==> src/rtl/mul_arbiter.sv <==
// mul_arbiter: round-robin sharing of one iterative multiplier between two requesters,
// with operand hold registers and a one-entry response buffer per port.
module mul_arbiter #(
    parameter int XLEN = 32
) (
    input  logic              clk,
    input  logic              rst,
    input  logic [1:0]        req_valid,
    output logic [1:0]        req_ready,
    input  logic [3:0]        req_signed,
    input  logic [2*XLEN-1:0] req_a,
    input  logic [2*XLEN-1:0] req_b,
    input  logic [1:0]        req_flush,
    output logic [1:0]        rsp_valid,
    input  logic [1:0]        rsp_ready,
    output logic [2*XLEN-1:0] rsp_hi,
    output logic [2*XLEN-1:0] rsp_lo,
    output logic              m_invalid,
    input  logic              m_inready,
    output logic              m_flush,
    output logic [1:0]        m_signed,
    output logic [XLEN-1:0]   m_a,
    output logic [XLEN-1:0]   m_b,
    input  logic              m_outvalid,
    input  logic [XLEN-1:0]   m_hi,
    input  logic [XLEN-1:0]   m_lo
);
    typedef enum logic [1:0] {IDLE, ISSUE, BUSY} state_t;

    state_t          state_q, state_d;
    logic            owner_q, owner_d, rr_q, rr_d;
    logic [XLEN-1:0] a_q, a_d, b_q, b_d;
    logic [1:0]      sgn_q, sgn_d;
    logic [1:0]      rv_q, rv_d;
    logic [XLEN-1:0] hi_q [2];
    logic [XLEN-1:0] lo_q [2];
    logic [1:0]      elig;
    logic            grant, accept, own_flush, store;

    always_comb begin
        // a port with an unconsumed response is blocked so every result has a slot
        elig      = req_valid & ~req_flush & ~rv_q;
        grant     = (&elig) ? rr_q : elig[1];
        accept    = state_q == IDLE && |elig;
        own_flush = req_flush[owner_q];
        store     = state_q == BUSY && m_outvalid && !own_flush;
        state_d   = state_q;
        owner_d   = owner_q;
        rr_d      = rr_q;
        a_d       = a_q;
        b_d       = b_q;
        sgn_d     = sgn_q;
        rv_d      = rv_q & ~rsp_ready;
        req_ready = accept ? (grant ? 2'b10 : 2'b01) : 2'b00;
        m_invalid = 1'b0;
        m_flush   = 1'b0;
        case (state_q)
            IDLE: if (accept) begin
                state_d = ISSUE;
                owner_d = grant;
                rr_d    = ~grant;
                a_d     = grant ? req_a[2*XLEN-1:XLEN] : req_a[XLEN-1:0];
                b_d     = grant ? req_b[2*XLEN-1:XLEN] : req_b[XLEN-1:0];
                sgn_d   = grant ? req_signed[3:2] : req_signed[1:0];
            end
            ISSUE: begin
                m_invalid = !own_flush;
                state_d   = own_flush ? IDLE : (m_inready ? BUSY : ISSUE);
            end
            BUSY: begin
                // a flush coinciding with outvalid wins and needs no m_flush
                m_flush = own_flush && !m_outvalid;
                state_d = (own_flush || m_outvalid) ? IDLE : BUSY;
                if (store) rv_d[owner_q] = 1'b1;
            end
            default: state_d = IDLE;
        endcase
    end

    always_ff @(posedge clk or negedge rst) begin
        if (!rst) begin
            state_q <= IDLE;
            owner_q <= 1'b0;
            rr_q    <= 1'b0;
            a_q     <= '0;
            b_q     <= '0;
            sgn_q   <= '0;
            rv_q    <= '0;
            hi_q    <= '{default: '0};
            lo_q    <= '{default: '0};
        end else begin
            state_q <= state_d;
            owner_q <= owner_d;
            rr_q    <= rr_d;
            a_q     <= a_d;
            b_q     <= b_d;
            sgn_q   <= sgn_d;
            rv_q    <= rv_d;
            if (store) begin
                hi_q[owner_q] <= m_hi;
                lo_q[owner_q] <= m_lo;
            end
        end
    end

    assign rsp_valid = rv_q;
    assign rsp_hi    = {hi_q[1], hi_q[0]};
    assign rsp_lo    = {lo_q[1], lo_q[0]};
    assign m_a       = a_q;
    assign m_b       = b_q;
    assign m_signed  = sgn_q;
endmodule

==> config.mk <==
export PLATFORM = sky130hd
export DESIGN_NAME = mul_arbiter
export DESIGN_NICKNAME = d
export VERILOG_FILES = /design/src/rtl/mul_arbiter.sv
export SDC_FILE = /design/constraint.sdc
export NUM_CORES = 1
export LEC_CHECK = 0
export BUFFER_PORTS_ARGS = -buffer_cell sky130_fd_sc_hd__buf_2
export CAP_MARGIN = 15
export CORE_AREA = 2 2 159 161
export CTS_CLUSTER_DIAMETER = 30
export DETAILED_ROUTE_END_ITERATION = 10
export DIE_AREA = 0 0 161 163
export GPL_ROUTABILITY_DRIVEN = 0
export PLACE_DENSITY = 0.64
export SLEW_MARGIN = 30
export SYNTH_ARGS = -nofsm -noshare
export SYNTH_HDL_FRONTEND = slang
export SYNTH_SLANG_ARGS = --single-unit
==> constraint.sdc <==
create_clock -name clk -period 1.8 [get_ports clk]
set_input_delay 0.18 -clock clk [delete_from_list [all_inputs] [get_ports clk]]
set_output_delay 0.18 -clock clk [all_outputs]
set_load 0.05 [all_outputs]
# Word-level counts from Yosys, hierarchy flattened
# Cells that the tools add are included.
# totals
ff_bits	200
input_bits	206
output_inout_bits	200
word_cells	63
# classes
magnitude_cmp	4
eq_ne	3
mux	23
bitwise	9
n_reduce_logical	13
# op_table
operator	count
$bwmux 64	2
$mux 32	3
$demux 32 s1	1
$mux 2	9
$and 2x2->2	3
$logic_and 1x1->1	6
$mux 1	6
$not 2->2	3
$pmux 2 s3	1
$reduce_and 2->1	2
$eq 2x1->1 const B	1
$eq 2x2->1 const B	1
$ge 2x2->1 const B	1
$logic_not 1->1	2
$logic_not 2->1	1
$lt 1x2->1 const B	1
$lt 2x1->1 const B	1
$ne 2x2->1 const B	1
$not 1->2	1
$or 2x2->2	1
$reduce_or 2->1	1
$demux 1 s1	1
$ge 1x1->1 const B	1
$logic_or 1x1->1	1
$not 1->1	1

# Depth between registers and ports, before layout
# logic_depth
ltp_word	7
ltp_mapped	7

# Least setup slack after synthesis
# Ideal clock, no wire load.
# synth_timing
path_type	register -> register
startpoint	reg rv_q[0] (netlist: rsp_valid[0])
endpoint	reg rr_q
setup_ps	71
t_arrival_ps	2696
required_time_ps	1729
path_slack_ps	-967
stages_incl_launch_ff	7
n_path_buf	3
cell_sequence	dfrtp_1 > or3b_1 > clkbuf_1 > buf_2 > clkbuf_1 > nor3_1 > a21o_1
# synth_via
elab_chain_len	5
word_cells_on_any_way	8
classes_between	1 x mux; 3 x bitwise; 4 x reduce/logical
# synth_lines
item	line	text
start, declared	34	logic [1:0] rv_q, rv_d;
start signal, assigned	98	rv_q <= rv_d;
$not 2->2 (*)	42	elig = req_valid & ~req_flush & ~rv_q;
$and 2x2->2 (*)	42	
$reduce_or 2->1 / $reduce_and 2->1 (equally long branches)	44, 43	
$logic_and 1x1->1 / $mux 1 (equally long branches)	44, 43	
$reduce_and 2->1 (no line) / $not 1->1 (equally long branches)	--	
end signal, assigned	94	rr_q <= rr_d;
end, declared	31	logic owner_q, owner_d, rr_q, rr_d;
# Mark *: on every way between the ends. The rest lies on a longest branch, timed or not.
# A chain may end at the register's enable or synchronous reset.

# Worst setup path after layout
# layout_timing
startpoint	reg rv_q[0] (netlist: rsp_valid[0])
endpoint	out req_ready[0]
# layout_via
elab_chain_len	6
word_cells_on_any_way	8
classes_between	3 x mux; 2 x bitwise; 3 x reduce/logical
# layout_lines
item	line	text
$not 2->2 (*)	42	
$and 2x2->2 (*)	42	
$reduce_and 2->1	43	grant = (&elig) ? rr_q : elig[1];
$mux 1	43	
$mux 2	54	req_ready = accept ? (grant ? 2'b10 : 2'b01) : 2'b00;
$mux 2 (*)	54	
end, declared	9	output logic [1:0] req_ready,
# Marked as above.

==> reports/qor.csv <==
metric,value,unit
outcome,"complete, but fails checks",
failing checks,negative setup slack,
Least-Margin Pin Slew,593,ps
Crit Path Class,reg -> out,
CTS tree,yes,
Power Density,1700,nW/µm²
syn nets,744,
Worst Hold End,m_b[29],
Remaining DRCs,0,
Worst-Skew Late Latency,430,ps
count of non-filler cells in the finished layout,1438,
RR Startpoint,rsp_valid[0],
worst path required time,1620,ps
Root Buffer,clkbuf_16,
H-tree level count,4,
DR iter-0 viols,465,
grt total ovfl,0,
R2R depth,7,
CP max stage delay,410,ps
"top cells by area, synth","dfrtp_1 (62%), mux2_2 (18%), a221o_1 (8.2%)",
vias in the first global route,7312,
final setup vio count,22,
Die Height,163,µm
HPWL Detailed,18300,µm
CTS sink cnt,200,
drt first pass iters,4,
Post-Syn Instances,538,
drt wl/cell,19.3,µm
"FF+latch count, synth",200,
Min-Delay Path Class,in -> reg,
width of the chip,161,µm
share of the synthesized area in the top cell type,61.8,%
crit-path max FO,3,
Max Clk Rate,532,MHz
Ys Warns,0,
P_int,11300,µW
Rows,58,
post-synth top area cell,dfrtp_1,
hold-critical path depth,2,
hold_sp,req_b[61],
Comb power frac,50.5,%
ANT nets after route,0,
"Cell Area, Synth",8100,µm²
largest net degree at the start of global routing,66,
"CP delay by family, top",simple AND/OR/NAND/NOR gates,
RR Endpoint,m_a[15],
final net count,1301,
# IOs,406,
GRT Resource Usage Total,19.8,%
slowest cell on the critical path,dfrtp_2,
sequential share of the synthesized area,61.8,%
IO Port Bufs,405,
first-pass GRT wire length,40500,µm
CTS buffer count,17,
diode count,0,
clock share of power,17.7,%
Slew Limit Fails,0,
crit path launch type,flop,
vias per inst,4.98,
syn avg cell area,15.1,µm²
Fin. Hold Viols,0,
Seq pwr share,31.8,%
Pleak,0.00670,µW
cell repeated most along the worst path,buf_6,
Reg2Reg Setup Slack,-20,ps
P_sw,11000,µW
"critical path, cell by cell",or3b_4 -> buf_6 -> nor3_4 -> buf_6,
initial antenna violation count,1,
routed vias,7157,
Synth cell types,24,
RSZ-0062 raised after global routing,yes,
Final Cycle Share,104,%
starting density of the core,32.8,%
Period minus WS final,1880,ps
Final Util,53.2,%
register clock-pin slew on the reported worst setup and hold paths,80,ps
layout cells sized above 1,57.8,%
Max-slew headroom,60.4,%
Core Region,24700,µm²
peak supply drop,0.993,mV
synthesis-to-finish area growth,61.9,%
Die Area,26200,µm²
CTS Buffer Depth,2,
worst path bufs/invs,2,
DP Cell Count,1259,
Net Sw Frac,49.2,%
critical path arrival,1700,ps
final WL,27700,µm
Crit. End Element,output port,
worst setup slack after layout,-79.0,ps
max cap viols,0,
Layout Skew,12.3,ps
==> Yosys cell counts <==
| cell type | n |
|---|---|
| inv_1 | 3 |
| or2_2 | 1 |
| and4bb_2 | 1 |
| nor3_1 | 1 |
| a21boi_0 | 1 |
| a21o_1 | 4 |
| or3b_1 | 2 |
| nor2b_1 | 1 |
| buf_2 | 16 |
| nand2_1 | 2 |
| nor3b_1 | 1 |
| nor2_1 | 1 |
| o21ai_0 | 2 |
| nor4b_1 | 67 |
| buf_6 | 3 |
| nand3b_1 | 1 |
| mux2_2 | 128 |
| clkbuf_1 | 33 |
| or3b_2 | 1 |
| nor3_2 | 1 |
| or3_1 | 1 |
| mux2i_1 | 1 |
| a221o_1 | 66 |
| dfrtp_1 | 200 |
==> power groups by stage <==
stage               clock (µW)  sequential (µW)  combinational [µW]
CTS                       4080             7060               11200
floorplan                    0            12900                2110
finish                    3950             7090               11300
detailed placement           0             7100               10900
global route              4280             7280               11600
global placement             0             7080               10700
==> cell usage in the layout (no fill, tap or decap), types with 7 or more instances in the layout <==
master         count
dlygate4sd3_1    128
buf_4             29
nor4b_1           62
buf_2            400
buf_12            15
buf_6              7
clkbuf_16         22
a221o_1           66
mux2_2           128
dfrtp_1          198
==> through the flow <==
| step | setup TNS, ps | total power [µW] | worst slack (ps) | hold slack [ps] | cell area [µm²] |
|---|---|---|---|---|---|
| after detailed placement | -132 | 17900 | -70.5 | 231 | 10800 |
| after global routing | -4970 | 23200 | -130 | 6.08 | 13100 |
| after floorplan | -6780 | 15000 | -184 | -116 | 8170 |
| final | -262 | 22300 | -79.0 | 25.3 | 13100 |
| after global placement | -281 | 17800 | -97.6 | 229 | 10800 |
| after CTS | -108 | 22300 | -73.1 | 2.08 | 12900 |
==> state kept, by name, indices dropped and copies added, names as in the netlist <==
signal,count
state_q,2
m_signed,2
rr_q,1
m_b,32
m_a,32
rsp_lo,64
owner_q,1
rsp_hi,64
rsp_valid,2
==> layout make-up <==
type | count | area, µm²
fill | 2142 | 11600
clock inverter | 14 | 174
inverter | 3 | 11.3
sequential | 200 | 5010
tap | 330 | 413
timing repair buffer | 590 | 4140
clock buffer | 18 | 429
multi-input combinational | 283 | 2940
==> how the worst max path moves through the flow <==
stage	slack (ps)	from	depth (start not counted)	end
6_report	-80	rsp_valid[0]	4	req_ready[0]
5_1_grt	-130	rsp_valid[0]	4	req_ready[0]
4_1_cts	-70	rsp_valid[0]	4	req_ready[0]
3_5_place_dp	-70	rsp_valid[0]	5	m_a[20]
3_3_place_gp	-100	rsp_valid[0]	5	m_a[26]
2_1_floorplan	-180	rsp_valid[0]	6	rr_q
==> repair_timing <==
| item | 4_1_cts | 5_1_grt |
|---|---|---|
| endpoints found under the setup margin | 13 | 128 |
| pin swaps | 4 | 12 |
| cloned | 2 | 6 |
| resized for setup | 18 | 16 |
| hold buffers | 127 | 1 |
| setup buffers | 7 | 4 |
| endpoints found under the hold margin | 236 | 1 |
==> layer usage <==
metal / wire [µm] / GRT usage, % / vias up
met3: 1680 / 4.18 / 43
met2: 13700 / 34.0 / 324
met1: 11600 / 24.9 / 3573
li1: - / - / 3215
met5: 16 / 0 / -
met4: 652 / 6.70 / 2
==> cell families (layout without fill, tap and decap cells) <==
| kind of cell | Yosys count | in the layout | share of synthesized area (%) |
|---|---|---|---|
| AOI/OAI and AO/OA | 73 | 73 | 8.74 |
| muxes | 129 | 129 | 17.9 |
| and+or+nand+nor | 81 | 81 | 8.47 |
| buffers and inverters | 55 | 625 | 3.07 |
| DFF | 200 | 200 | 61.8 |
Power figures use the tool's default switching activity.
